[src/rtl/cacheline_mem_arbiter_pkg.sv]
// Shared types for the cacheline memory arbiter: FSM states, port ids and line geometry.
package cache_pkg;

  localparam int LINE_WIDTH       = 256;
  localparam int LINE_OFFSET_BITS = 5;

  typedef enum logic [1:0] {
    IDLE   = 2'd0,
    BUSY_I = 2'd1,
    BUSY_D = 2'd2
  } arb_state_t;

  typedef enum logic {
    ICACHE = 1'b0,
    DCACHE = 1'b1
  } port_id_t;

endpackage

[src/rtl/cacheline_mem_arbiter.sv]
// Shares one cacheline memory port between icache and dcache with 2-way round-robin.
// One transaction in flight; downstream strobes are registered, responses route combinationally.
module cacheline_mem_arbiter #(
  parameter int ADDR_WIDTH = 32,
  parameter int LINE_WIDTH = 256
) (
  input  logic                  clk,
  input  logic                  rst,
  input  logic [ADDR_WIDTH-1:0] i_addr,
  input  logic                  i_read,
  output logic [LINE_WIDTH-1:0] i_rdata,
  output logic                  i_resp,
  input  logic [ADDR_WIDTH-1:0] d_addr,
  input  logic                  d_read,
  input  logic                  d_write,
  input  logic [LINE_WIDTH-1:0] d_wdata,
  output logic [LINE_WIDTH-1:0] d_rdata,
  output logic                  d_resp,
  output logic [ADDR_WIDTH-1:0] mem_addr,
  output logic                  mem_read,
  output logic                  mem_write,
  output logic [LINE_WIDTH-1:0] mem_wdata,
  input  logic [LINE_WIDTH-1:0] mem_rdata,
  input  logic                  mem_resp
);
  import cache_pkg::arb_state_t;
  import cache_pkg::port_id_t;
  import cache_pkg::IDLE;
  import cache_pkg::BUSY_I;
  import cache_pkg::BUSY_D;
  import cache_pkg::ICACHE;
  import cache_pkg::DCACHE;

  localparam int                    OFFSET_W    = $clog2(LINE_WIDTH / 8);
  localparam logic [ADDR_WIDTH-1:0] OFFSET_MASK = ADDR_WIDTH'((1 << OFFSET_W) - 1);

  arb_state_t state, state_nxt;
  port_id_t   last_grant, grant_port;
  logic       grant;
  logic       d_req;

  assign d_req = d_read | d_write;

  // Next-state and grant pick; ties go to the port that did not win last.
  always_comb begin
    state_nxt  = state;
    grant      = 1'b0;
    grant_port = ICACHE;
    case (state)
      IDLE: begin
        if (i_read || d_req) begin
          grant = 1'b1;
          if (i_read && (!d_req || last_grant == DCACHE)) grant_port = ICACHE;
          else                                           grant_port = DCACHE;
          state_nxt = (grant_port == ICACHE) ? BUSY_I : BUSY_D;
        end
      end
      BUSY_I, BUSY_D: begin
        if (mem_resp) state_nxt = IDLE;
      end
      default: state_nxt = IDLE;
    endcase
  end

  // Downstream request is latched at grant and held frozen until mem_resp.
  always_ff @(posedge clk or negedge rst) begin
    if (!rst) begin
      state      <= IDLE;
      last_grant <= DCACHE;
      mem_addr   <= '0;
      mem_read   <= 1'b0;
      mem_write  <= 1'b0;
      mem_wdata  <= '0;
    end else begin
      state <= state_nxt;
      if (grant) begin
        last_grant <= grant_port;
        if (grant_port == ICACHE) begin
          mem_addr  <= i_addr & ~OFFSET_MASK;
          mem_read  <= 1'b1;
          mem_write <= 1'b0;
          mem_wdata <= '0;
        end else begin
          // read+write together is resolved as a write-back
          mem_addr  <= d_addr & ~OFFSET_MASK;
          mem_read  <= ~d_write;
          mem_write <= d_write;
          mem_wdata <= d_wdata;
        end
      end else if (state != IDLE && mem_resp) begin
        mem_read  <= 1'b0;
        mem_write <= 1'b0;
      end
    end
  end

  // Response routing; mem_resp outside a transaction is dropped.
  always_comb begin
    i_resp  = mem_resp && (state == BUSY_I);
    d_resp  = mem_resp && (state == BUSY_D);
    i_rdata = '0;
    d_rdata = '0;
    if (i_resp) i_rdata = mem_rdata;
    if (d_resp) d_rdata = mem_rdata;
  end

`ifndef SYNTHESIS
  rw_exclusive: assert property (@(posedge clk) disable iff (!rst) !(d_read && d_write));
`endif

endmodule

[config.mk]
export PLATFORM = sky130hd
export DESIGN_NAME = cacheline_mem_arbiter
export DESIGN_NICKNAME = d
export VERILOG_FILES = /design/src/rtl/cacheline_mem_arbiter_pkg.sv /design/src/rtl/cacheline_mem_arbiter.sv
export SDC_FILE = /design/constraint.sdc
export NUM_CORES = 1
export LEC_CHECK = 0
export ABC_AREA = 1
export CAP_MARGIN = 20
export CORE_AREA = 2 2 541 543
export CTS_CLUSTER_SIZE = 8
export DETAILED_ROUTE_END_ITERATION = 8
export DIE_AREA = 0 0 543 545
export DONT_BUFFER_PORTS = 1
export SYNTH_ARGS = -nofsm -noshare
export SYNTH_HDL_FRONTEND = slang
export SYNTH_SLANG_ARGS = --single-unit
export TNS_END_PERCENT = 10
[constraint.sdc]
create_clock -name clk -period 4.62 [get_ports clk]
set_input_delay 0.693 -clock clk [delete_from_list [all_inputs] [get_ports clk]]
set_output_delay 0.693 -clock clk [all_outputs]
set_load 0.03 [all_outputs]
==> results.yml <==
die:
  die-area_sq_um: 296000
  initial_utilization: 0.0515
  die_h_microns: 545
  core_sq_um: 290000
  die_w_microns: 543
  rows: 198
  pin_count: 1386
cells_and_area:
  final_core_util: 0.0751
  syn2layout_area_growth_pct: 45.7
  fin_area_sq_um: 21800
  fin_nets: 2787
  drive_gt1_frac: 0.109
worst_setup_path:
  cp.buffers_inverters: 2
  rr_worst_depth: 6
  critPathTopFamily: "simple AND/OR/NAND/NOR gates"
  r2r_end: "mem_read"
  rrSetupSlack_ns: 2.07
  cp_cell_sequence: "inv_1 > ha_1 > nand2_4 > buf_12 > nor2_1"
  cp-start-kind: "register"
  cp-startpoint: "state[0]"
  critPathCaptureType: "output port"
  rr_startpoint: "state[0]"
  slowest_stage: "nor2_1"
  max_stage_delay_ns: 0.64
  cp.depth: 5
  cp-endpoint: "d_rdata[202]"
  path_max_fanout: 70
  critPathKind: "register to output port"
  cp.arrival_ns: 2.79
  critical_path_required_ns: 3.93
grt:
  grt_pass1_vias: 14883
  grt_overflow: 0
  grt_pass1_wl_microns: 266000
  antenna_found_initial: 241
  track_usage: 0.153
  grt_max_degree: 289
timing:
  rsz0062_at_grt: "false"
  hold_ws_ns: -0.257
  finalSetupViolations: 0
  hold_viol: 138
  max_clock_freq_ghz: 0.287
  fin_skew_ns: 0.0395
  worst_slew_pin_slew_ns: 1.34
  finalMaxSlewViolations: 0
  period_needed_ns: 3.49
  slew_headroom: 0.104
  fin_crit_sh: 0.755
  setup-tns-final_ns: 0
placement:
  io_buffer_count: 0
  hpwl_microns: 215000
  place_area_sq_um: 20300
  routabilityCongestion: 0.993
run_status:
  status: "finished, violations left"
  violations: "hold timing"
cts:
  cts-htree-levels: 2
  cts-root-buf: "clkbuf_16"
  post_cts_resized: 0
  post-cts-setup-buffers: 0
  clock-sinks: 288
  cts_buffer_depth: 3
  cts_buffers: 44
  worst_skew_pair.late_latency_ns: 0.64
  cts_tree: "built"
  cts.clk_slew.worst_paths_ns: 0.06
synthesis:
  syn-instance-count: 2183
  yosysTopAreaCellShare: 0.480
  async_flop_share: 1.00
  synth_area_sq_um: 15000
  yosysSeqAreaShare: 0.482
  synth_ff_type: "dfrtp_1"
  synth_cell_types: 20
  synth_edf_count: 0
  synth_top_cells_by_area: "dfrtp_1, nand2_1, nor2_1, nand3_1, inv_1"
  ys_top_cells_by_count: "nand2_1, nor2_1, nand3_1, inv_1, dfrtp_1"
  ys_ff_latch: 288
  yosysMostFrequentCell: "nand2_1"
  yosysWarnings: 0
  yosysTopAreaCell: "dfrtp_1"
  synth.avg_cell_area_sq_um: 6.85
detailed_routing:
  drtIter0Drc: 1585
  vias: 16272
  routed_via_density: 2.63
  m1WireLength_microns: 67600
  final_antenna_net_count: 0
  wl_per_cell_microns: 38.3
  met2_length_microns: 108000
  routed_wl_microns: 237000
  wl_met3_microns: 50000
  highest_layer: "met5"
  drt_first_pass_iters: 7
  drc: 0
pwr:
  vdd_drop_max_uv: 517
  p_leak_nw: 10.2
  p_per_area_nw_per_um2: 826
worst_hold_path:
  hold_class: "input port to asynchronous set/reset pin"
run:
  drv_cap: 0
## worst min-delay path by stage
| stage | start | endpoint | slack [ns] |
|---|---|---|---|
| 6_report | rst | mem_wdata[75] | -0.26 |
| 5_1_grt | rst | mem_wdata[75] | -0.29 |
| 4_1_cts | rst | mem_wdata[75] | -0.30 |
| 3_5_place_dp | rst | mem_wdata[75] | 0.40 |
| 3_3_place_gp | rst | mem_wdata[75] | 0.41 |
| 2_1_floorplan | rst | mem_addr[10] | 0.40 |
## layout by cell type, fill, tap and decap left out, types with 7 or more instances in the layout
cell type / n
buf_12: 8
buf_4: 120
clkbuf_1: 7
clkbuf_16: 44
dfrtp_1: 287
diode_2: 81
inv_1: 293
nand2_1: 574
nand3_1: 312
nor2_1: 489
nor2_2: 22
or2_2: 27
## metal layers
layer	GRT usage	vias to the layer above
met3	0.143	517
met2	0.243	1514
met5	0	-
met1	0.127	7602
li1	-	6587
met4	0.0737	52
## worst reg2reg max path: cells and delay by family (launching register included)
family	cells	cell delay (ns)
compound gates	1	0.10
flops	1	0.40
simple gates	2	0.77
fa+ha+maj	1	0.25
buf+inv	2	0.92
## per-stage QoR
stage	total power, mW	hold WS, ns	setup WS, ns	cells
after floorplan	10.7	0.397	2.32	2187
after CTS	18.3	-0.298	1.04	6117
after detailed placement	15.0	0.404	1.73	6056
final	18.0	-0.257	1.13	6198
after global routing	19.2	-0.290	1.02	6178
after global placement	15.0	0.406	1.74	6056
## state kept, by name, indices dropped and copies added (netlist names)
register    flops
mem_read        1
last_grant      1
state           2
mem_write       1
mem_wdata     256
mem_addr       27
## layout make-up
class                      count  area, sq um
multi-input combinational   1447         6070
inverter                     293         1100
fill                       34162       268000
sequential                   288         7210
antenna                       81          203
clock inverter                 6         81.3
tap                         3900         4880
clock buffer                  55         1180
timing repair buffer         128         1060
## cells by family after synthesis
logic type | Yosys count | share of synthesized area
and+or+nand+nor | 1430 | 0.390
AOI/OAI and AO/OA | 9 | 0.00402
DFF | 288 | 0.482
buffers and inverters | 452 | 0.121
other | 1 | 0.000251
adders and majority gates | 3 | 0.00251
## report_power, final
part	switching (mW)	total, mW	leakage [nW]	internal [mW]
clock	1.36	3.14	0.620	1.78
combinational	4.95	6.26	5.98	1.31
sequential	5.04	8.60	3.63	3.55
total	11.3	18.0	10.2	6.65
Power figures use the tool's default switching activity.
